`config.mk`:
```
export PLATFORM = sky130hd
export DESIGN_NAME = io_uart_tx
export DESIGN_NICKNAME = d
export VERILOG_FILES = /design/src/rtl/io_uart_tx.sv
export SDC_FILE = /design/constraint.sdc
export NUM_CORES = 1
export LEC_CHECK = 0
export CORE_ASPECT_RATIO = 1.5
export CORE_MARGIN = 4
export CORE_UTILIZATION = 44
export DETAILED_ROUTE_END_ITERATION = 16
export PLACE_DENSITY = 0.66
export SETUP_SLACK_MARGIN = 0.02
export SLEW_MARGIN = 20
export SYNTH_ARGS = -nofsm -noshare
export SYNTH_HDL_FRONTEND = slang
export SYNTH_SLANG_ARGS = --single-unit
export TNS_END_PERCENT = 50
```
`constraint.sdc`:
```
create_clock -name clock -period 4.5 [get_ports clock]
set_input_delay 0.9 -clock clock [delete_from_list [all_inputs] [get_ports clock]]
set_output_delay 0.9 -clock clock [all_outputs]
set_load 0.01 [all_outputs]
```
`src/rtl/io_uart_tx.sv`:
```
// -----------------------------------------------------------------------------
// io_uart_tx
// Memory-mapped serial transmitter on the CPU IO bus. The CPU pushes bytes
// into a small FIFO through the DATA register. A four-state machine frames
// each byte as 1 start bit, 8 data bits (LSB first) and 1 stop bit on tx.
//
// Parameters
//   CLKS_PER_BIT : clock cycles per serial bit (2..65535)
//   FIFO_DEPTH   : transmit FIFO entries (4)
//
// Ports
//   clock     in   1  rising-edge clock
//   reset     in   1  asynchronous active-high reset
//   uartcs    in   1  chip select from the IO decoder
//   uartaddr  in   2  2'b00 = DATA (write), 2'b10 = STATUS (read)
//   uartwrite in   1  IO write strobe
//   uartread  in   1  IO read strobe
//   uartwdata in  16  write data, only [7:0] used
//   uartrdata out 16  combinational read data (STATUS or zero)
//   tx        out  1  registered serial line, idle high
//
// STATUS: [0] busy, [1] fifo_empty, [2] fifo_full, [3] overflow,
//         [6:4] fifo count, [15:7] zero
// -----------------------------------------------------------------------------
module io_uart_tx #(
  parameter int unsigned CLKS_PER_BIT = 868,
  parameter int unsigned FIFO_DEPTH   = 4
) (
  input  logic        clock,
  input  logic        reset,
  input  logic        uartcs,
  input  logic [1:0]  uartaddr,
  input  logic        uartwrite,
  input  logic        uartread,
  input  logic [15:0] uartwdata,
  output logic [15:0] uartrdata,
  output logic        tx
);

  localparam int unsigned BAUD_W  = (CLKS_PER_BIT > 1) ? $clog2(CLKS_PER_BIT) : 1;
  localparam int unsigned PTR_W   = $clog2(FIFO_DEPTH);
  localparam int unsigned CNT_W   = $clog2(FIFO_DEPTH + 1);

  localparam logic [BAUD_W-1:0] BAUD_LAST = BAUD_W'(CLKS_PER_BIT - 1);
  localparam logic [CNT_W-1:0]  CNT_FULL  = CNT_W'(FIFO_DEPTH);
  localparam logic [1:0]        ADDR_DATA   = 2'b00;
  localparam logic [1:0]        ADDR_STATUS = 2'b10;

  typedef enum logic [1:0] {
    S_IDLE  = 2'd0,
    S_START = 2'd1,
    S_DATA  = 2'd2,
    S_STOP  = 2'd3
  } state_t;

  // ---------------------------------------------------------------------------
  // Bus decode
  // ---------------------------------------------------------------------------
  logic w_push_req;
  logic w_push;
  logic w_pop;
  logic w_status_rd;
  logic w_ovf_set;
  logic w_unused_wdata;

  assign w_push_req  = uartcs & uartwrite & (uartaddr == ADDR_DATA);
  assign w_status_rd = uartcs & uartread  & (uartaddr == ADDR_STATUS);
  assign w_unused_wdata = ^uartwdata[15:8];

  // ---------------------------------------------------------------------------
  // Transmit FIFO: circular pointers wrapping modulo FIFO_DEPTH plus a count
  // ---------------------------------------------------------------------------
  logic [7:0]       r_mem [FIFO_DEPTH];
  logic [PTR_W-1:0] r_wr_ptr;
  logic [PTR_W-1:0] r_rd_ptr;
  logic [CNT_W-1:0] r_count;
  logic             w_full;
  logic             w_empty;
  logic [7:0]       w_head;

  assign w_full  = (r_count == CNT_FULL);
  assign w_empty = (r_count == '0);
  assign w_head  = r_mem[r_rd_ptr];

  // Fullness is judged before the edge, so a pop on the same edge does not
  // make room for the push.
  assign w_push    = w_push_req & ~w_full;
  assign w_ovf_set = w_push_req &  w_full;

  always_ff @(posedge clock) begin
    if (w_push) begin
      r_mem[r_wr_ptr] <= uartwdata[7:0];
    end
  end

  always_ff @(posedge clock or posedge reset) begin
    if (reset) begin
      r_wr_ptr <= '0;
      r_rd_ptr <= '0;
      r_count  <= '0;
    end else begin
      if (w_push) begin
        r_wr_ptr <= r_wr_ptr + PTR_W'(1);
      end
      if (w_pop) begin
        r_rd_ptr <= r_rd_ptr + PTR_W'(1);
      end
      case ({w_push, w_pop})
        2'b10:   r_count <= r_count + CNT_W'(1);
        2'b01:   r_count <= r_count - CNT_W'(1);
        default: r_count <= r_count;
      endcase
    end
  end

  // ---------------------------------------------------------------------------
  // Overflow flag: sticky until a STATUS read; a set on the same edge wins
  // ---------------------------------------------------------------------------
  logic r_ovf;

  always_ff @(posedge clock or posedge reset) begin
    if (reset) begin
      r_ovf <= 1'b0;
    end else if (w_ovf_set) begin
      r_ovf <= 1'b1;
    end else if (w_status_rd) begin
      r_ovf <= 1'b0;
    end
  end

  // ---------------------------------------------------------------------------
  // Serialiser FSM
  // ---------------------------------------------------------------------------
  state_t            r_state;
  state_t            w_state_nxt;
  logic [BAUD_W-1:0] r_baud;
  logic [BAUD_W-1:0] w_baud_nxt;
  logic [2:0]        r_bit;
  logic [2:0]        w_bit_nxt;
  logic [7:0]        r_shift;
  logic [7:0]        w_shift_nxt;
  logic              r_tx;
  logic              w_tx_nxt;
  logic              w_bit_end;

  assign w_bit_end = (r_baud == BAUD_LAST);

  always_ff @(posedge clock or posedge reset) begin
    if (reset) begin
      r_state <= S_IDLE;
      r_baud  <= '0;
      r_bit   <= '0;
      r_shift <= '0;
      r_tx    <= 1'b1;
    end else begin
      r_state <= w_state_nxt;
      r_baud  <= w_baud_nxt;
      r_bit   <= w_bit_nxt;
      r_shift <= w_shift_nxt;
      r_tx    <= w_tx_nxt;
    end
  end

  // tx is computed one edge ahead from the next state so the line register
  // changes together with the state it belongs to.
  always_comb begin
    w_state_nxt = r_state;
    w_baud_nxt  = r_baud;
    w_bit_nxt   = r_bit;
    w_shift_nxt = r_shift;
    w_tx_nxt    = r_tx;
    w_pop       = 1'b0;

    case (r_state)
      S_IDLE: begin
        w_baud_nxt = '0;
        w_bit_nxt  = '0;
        w_tx_nxt   = 1'b1;
        if (!w_empty) begin
          w_pop       = 1'b1;
          w_shift_nxt = w_head;
          w_state_nxt = S_START;
          w_tx_nxt    = 1'b0;
        end
      end

      S_START: begin
        if (w_bit_end) begin
          w_baud_nxt  = '0;
          w_bit_nxt   = '0;
          w_state_nxt = S_DATA;
          w_tx_nxt    = r_shift[0];
        end else begin
          w_baud_nxt = r_baud + BAUD_W'(1);
        end
      end

      S_DATA: begin
        if (w_bit_end) begin
          w_baud_nxt  = '0;
          w_shift_nxt = {1'b0, r_shift[7:1]};
          if (r_bit == 3'd7) begin
            w_bit_nxt   = '0;
            w_state_nxt = S_STOP;
            w_tx_nxt    = 1'b1;
          end else begin
            w_bit_nxt = r_bit + 3'd1;
            w_tx_nxt  = r_shift[1];
          end
        end else begin
          w_baud_nxt = r_baud + BAUD_W'(1);
        end
      end

      S_STOP: begin
        if (w_bit_end) begin
          w_baud_nxt = '0;
          w_bit_nxt  = '0;
          // Chain straight into the next start bit to avoid an idle gap.
          if (!w_empty) begin
            w_pop       = 1'b1;
            w_shift_nxt = w_head;
            w_state_nxt = S_START;
            w_tx_nxt    = 1'b0;
          end else begin
            w_state_nxt = S_IDLE;
            w_tx_nxt    = 1'b1;
          end
        end else begin
          w_baud_nxt = r_baud + BAUD_W'(1);
        end
      end

      default: begin
        w_state_nxt = S_IDLE;
        w_baud_nxt  = '0;
        w_bit_nxt   = '0;
        w_tx_nxt    = 1'b1;
      end
    endcase
  end

  assign tx = r_tx;

  // ---------------------------------------------------------------------------
  // Read mux
  // ---------------------------------------------------------------------------
  logic [15:0] w_status;

  always_comb begin
    w_status      = '0;
    w_status[0]   = (r_state != S_IDLE);
    w_status[1]   = w_empty;
    w_status[2]   = w_full;
    w_status[3]   = r_ovf;
    w_status[6:4] = 3'(r_count);
  end

  assign uartrdata = w_status_rd ? w_status : '0;

endmodule

```
==> summary.txt <==
Clock tree
  – Cts repair resizes: 0
  – Clock Sinks: 64
  – Root Buffer: clkbuf_8
  – CTS Buf Count: 9
  – CTS tree: done
  – Hold buffer count at cts: 0
  – Clk slew on worst S/H paths: about 70 ps
  – H-tree Lvls: 3
  – Clock Latency Late Sink: around 340 ps
  – Max Buffers Root-to-Sink: 2
  – Postcts setup bufs: 0

Cells and area
  – Fill cells: between 600 and 700
  – Share of cells above drive strength 1: 0.143
  – Multi-input logic area: approximately 1200 µm²
  – P&R area growth vs syn: 15.9%
  – Antenna cell count: 0
  – FF/Latch Area: 1760 µm²
  – Nets: slightly above 300

STA
  – Fmax: ~300 MHz
  – Sum Neg Setup Slack: 0 ps
  – Final hold violation count: 0
  – Final Cycle Share: 0.729
  – Worst Skew: about 10 ps
  – Final worst setup slack: ~1200 ps
  – Relative slew slack: 0.605
  – Fin crit period: 3280 ps
  – Min Hold Slack: around 500 ps
  – RSZ-0062 raised after global routing: no
  – Max Slew Vio Count: 0
  – # setup viols final: 0
  – Worst-margin pin slew: a little under 600 ps

Run
  – Max-Cap Viols: 0

Detailed routing
  – Drt total wl: about 5.1 mm
  – Final ANT Viol Nets: 0
  – DRT iter0 DRCs: between 100 and 150
  – Pre-Repair DR Iteration Count: 4
  – Via count: 1,751
  – Vias/cell: between 4 and 5
  – DR WL/cell: 14.4 µm
  – DRC violations left: 0

Power and ir drop
  – Clk network pwr share: 0.402
  – Comb power frac: 0.091
  – Sw Ratio: 0.241
  – Worst IR Drop VDD: around 230 µV
  – Int Pwr: 1010 µW
  – Cell area power density: 374 nW/µm²
  – Leak Pwr: 0.00150 µW
  – NetSw: 322 µW
  – Sequential power share: 0.507

Placement
  – DP HPWL: between 3 and 4 mm
  – DP Worst Slack: between 1000 and 1500 ps
  – I/O Buffers: 22
  – GPL Wtd Cong: roughly 0.76

Critical path
  – Crit path DAT: 2380 ps
  – Worst Setup End Kind: output port
  – Worst-path fanout max: 3
  – CP startpoint kind: input port
  – Worst EP required: 3600 ps
  – WS Path Type: input port to output port

GRT
  – Total track usage: 0.135
  – Largest net degree at the start of global routing: 33
  – GR peak layer: met2
  – Initial antenna violation count: 0
  – GRT met2 Usage: 0.222
  – GRT overflow: 0
  – M3 GR Usage: 0.0400
  – Vias in the first global route: roughly 1.8k
  – First-pass GRT wire length: 8.78 mm
  – GR met1 Demand/Resource: 0.159

Floorplanning
  – # IOs: 40
  – Die width: 76.4 µm
  – Chip height: 111 µm
  – Std cell rows: 37
  – Die Area: about 8400 µm²
  – Starting Density: 0.451
  – Core Region: a little under 7000 µm²

Yosys
  – Synth Area per Inst: approximately 13 µm²
  – Synth warn: 0
  – Most used DFF post-synth: edfxtp_1
  – Mapped Area: between 3000 and 4000 µm²
  – Sequential element share of the synthesized area: 0.571
  – Post-synth EDFFs: 32
  – Post-synth cell types: 45
  – Synthesis-stage register bit count: 64
  – Async S/R FF share, synth: 0.500
  – Mapped Cells: 239

Run status
  – Outcome: complete, no violations

Worst hold path
  – Hold WC Path Type: flop to flop
## placed cells by master, fill, tap and decap left out, types with 2 or more instances in the layout
cell             count
nor2b_1              2
dfrtp_1             31
nand2_1             28
o21ai_0              6
a21oi_1              2
clkdlybuf4s50_1     22
edfxtp_1            32
nand3_1              7
clkinv_1             2
and3_1               5
inv_1               15
mux2i_1              2
xor2_1               5
mux4_2               8
bufinv_16            2
nor4_1               2
clkinv_4             2
and2_1               5
xnor2_1              9
clkbuf_8             9
conb_1               9
clkinvlp_4           2
nor3_1               2
mux2_4               7
nor2_1              22
ha_1                13
## cells in the mapped netlist (6+ instances only)
master / instances / area [µm²]
buf_4: 9 / 67.6
dfrtp_1: 31 / 776
edfxtp_1: 32 / 961
ha_1: 13 / 163
inv_1: 15 / 56.3
mux2_4: 7 / 105
mux4_2: 8 / 180
nand2_1: 28 / 105
nand3_1: 7 / 35.0
nor2_1: 22 / 82.6
o21ai_0: 6 / 30.0
xnor2_1: 9 / 78.8
## final cells by class
type,instances,share of cell area
Tap cell,78,0.0273
Clock buffer,9,0.0346
Multi-Input combinational cell,154,0.338
Clock inverter,7,0.0269
Sequential cell,64,0.493
Timing Repair Buffer,23,0.0636
Inverter,16,0.0168
## final timing paths
| check | startpoint | end | slack [ps] | cells past startpoint |
|---|---|---|---|---|
| min in group asynchronous | reset | r_bit[1] | 940 | 3 |
| min reg2reg | r_bit[1] | r_bit[1] | 500 | 2 |
| max reg2reg | r_baud[0] | r_count[2] | 1900 | 10 |
| max | uartcs | uartrdata[1] | 1220 | 5 |
| min | r_bit[1] | r_bit[1] | 500 | 2 |
| max in group asynchronous | reset | tx | 3230 | 3 |
## layer usage
metal | wire [µm] | vias up
met3 | 158 | 9
met1 | 2140 | 843
met2 | 2680 | 22
met4 | 78 | 0
met5 | 0 | -
li1 | - | 877
## power by group through the flow
stage          clock network, µW  registers, µW  logic [µW]
2_1_floorplan                  0            681        91.0
3_3_place_gp                   0            689         122
3_5_place_dp                   0            689         125
4_1_cts                      554            678         125
5_1_grt                      583            682         143
6_report                     538            678         121
## critical path, stage by stage
cell and delay, ps:
clkdlybuf4s50_1 440, nor2b_1 170, and3_1 210, and2_1 130
clkdlybuf4s50_1 530
## kinds of logic after synthesis
logic type / count (synthesis) / share of synthesized area
xor+xnor: 14 / 0.0397
mux: 18 / 0.103
fa+ha+maj: 14 / 0.0592
other cells: 1 / 0.00121
simple gates: 81 / 0.133
flops: 64 / 0.571
buf+inv: 29 / 0.0470
compound gates: 18 / 0.0470
## through the flow
step	util	cell area, µm²	total power [µW]	std cells
after floorplan	-	3120	772	247
after global placement	0.490	3360	810	335
after detailed placement	0.490	3360	814	335
after CTS	0.522	3580	1360	351
after global routing	0.522	3580	1410	351
final	0.522	3580	1340	351
## state kept, by name, indices dropped and copies added (netlist names)
register / flops
tx: 1
r_state: 2
r_wr_ptr: 2
r_shift: 8
r_ovf: 1
r_mem: 32
r_baud: 10
r_rd_ptr: 2
r_bit: 3
r_count: 3
Note: power is estimated with default switching activity, not from simulation.
==> patch (same flow settings) <==
Change the parameter `CLKS_PER_BIT` from 868 to 1736.
--- a/src/rtl/io_uart_tx.sv
+++ b/src/rtl/io_uart_tx.sv
@@ -23,7 +23,7 @@
 //         [6:4] fifo count, [15:7] zero
 // -----------------------------------------------------------------------------
 module io_uart_tx #(
-  parameter int unsigned CLKS_PER_BIT = 868,
+  parameter int unsigned CLKS_PER_BIT = 1736,
   parameter int unsigned FIFO_DEPTH   = 4
 ) (
   input  logic        clock,
Behaviour: same outputs for any inputs over 10 cycles, from zero or initial values and one cycle with reset high; that may be too few to reach the edited logic, so the function may still have changed.
==> patch against the unedited design <==
  * Sequential cell count up 1
  * Power fell by 8.2%
  * Clock skew decreased by 0.0029 ns
  * Setup slack got worse by 0.037 ns
  * Routed wire length decreased by 1.3%
  * Register-to-register slack better by 0.21 ns
  * Synthesized area grew 1.0%
  * Cell area decreased by 1.2%
  * Critical path type unchanged
  * Largest cell class unchanged
  * Largest power group unchanged
  * Highest routed layer unchanged
==> patch: results (changes against the unedited design) <==
final_layout:
  reg.largest.list: "r_mem: 32 flops, r_baud: 11 flops, r_shift: 8 flops"
  fillCellCount: 604  # -0.49%
  layout-drive-gt1-share_pct: 19.08  # +4.8 points
setup_path:
  reg2reg_from: "r_state[0]$_DFFE_PP0P_"
  r2r_slack_ns: 2.11  # +0.21 ns
  endpoint: "uartrdata[2]"
  crit_fanout: 6  # +3
  worstPathArrival_ns: 2.42  # +0.04 ns
  cp_slowest_stage_delay_ns: 0.56  # +0.03 ns
drt:
  drt_first_iter_violations: 92  # -11%
  wl_per_cell_um: 14.66  # +1.9%
  drt-total-wl_um: 4984  # -1.3%
  vias_per_cell: 5.035  # +0.94%
grt:
  grt_use_met3_pct: 3.902  # -0.094 points
  grt_pass1_wl_um: 8880  # +1.1%
  grt_use_total_pct: 13.40  # -0.051 points
  grt_use_met2_pct: 22.99  # +0.80 points
  grt_pass1_vias: 1844  # +4.1%
  grt_max_degree: 34  # +3.0%
logic_synthesis:
  synthAdderAreaFrac_pct: 5.856  # -0.059 points
  synth_compound_area_share_pct: 3.891  # -0.81 points
  synth_async_sr_flop_share_pct: 50.77  # +0.77 points
  synth_xor_xnor_area_share_pct: 4.212  # +0.24 points
  syn_area_per_cell_um2: 13.56  # +5.0%
  synthMuxAreaShare_pct: 12.35  # +2.1 points
  ys_top_cells_by_count: "dfrtp_1 (32), edfxtp_1 (32), nor2_1 (25)"
sta:
  tightest_slew_ns: 0.6550  # +0.06308 ns
  finClkSkew_ns: 0.007488  # -0.002940 ns
power_and_ir_drop:
  powerSeq_mw: 0.689  # +2%
  ir_drop_uv: 241.1  # +4.4%
  p_switching_mw: 0.3163  # -1.7%
  p_leak_nw: 1.404  # -6.3%
  power_mw: 1.226  # -8.2%
placed_design:
  dp_hpwl_um: 3488  # -0.97%
  place_inst: 324  # -3.3%
  gp_congestion: 0.7862  # +2.9%
  place_area_mm2: 0.003373  # +0.45%
status:
  status: "completed"
==> patch: cell count changes after synthesis, moves of 3 or more <==
cell     unedited run  this run
mux2_4              7         0
nor3_1              2         5
o21ai_0             6         3
nand2_1            28         7
a31o_2              0         3
nor2_1             22        25
mux2_2              1        17
==> patch: layer usage <==
metal  vias to the layer above  part of all wire [%]
met4                         0                   1.4
met3                         5                   2.9
met1                       836                    41
met2                        24                    55
met5                         -                     0
li1                        847                     -
==> patch: through the flow <==
| stage | hold slack (ns) | setup slack [ns] |
|---|---|---|
| 6_report | 0.4717 | 1.182 |
| 3_3_place_gp | 0.4576 | 1.191 |
| 3_5_place_dp | 0.4669 | 1.153 |
| 5_1_grt | 0.4913 | 1.023 |
| 2_1_floorplan | 0.4329 | 2.003 |
| 4_1_cts | 0.4752 | 1.153 |
==> patch: how the worst min path moves through the flow <==
stage / startpoint / end / slack, ns / cells after the start
2_1_floorplan: r_baud[0]$_DFF_PP0_ / r_baud[0]$_DFF_PP0_ / 0.43 / 1
3_3_place_gp: r_baud[0]$_DFF_PP0_ / r_baud[0]$_DFF_PP0_ / 0.46 / 1
3_5_place_dp: r_baud[0]$_DFF_PP0_ / r_baud[0]$_DFF_PP0_ / 0.47 / 1
4_1_cts: r_baud[0]$_DFF_PP0_ / r_baud[0]$_DFF_PP0_ / 0.48 / 1
5_1_grt: r_baud[0]$_DFF_PP0_ / r_baud[0]$_DFF_PP0_ / 0.49 / 1
6_report: r_baud[0]$_DFF_PP0_ / r_baud[0]$_DFF_PP0_ / 0.47 / 1
==> patch: cell type report <==
type,count,area share [%]
flip-flops and latches,65,50.58
clock buffers,9,3.504
repair buffers,23,6.442
well taps,78,2.761
multi-input cells,142,33.95
clock inverters,7,1.062
inverters,16,1.699
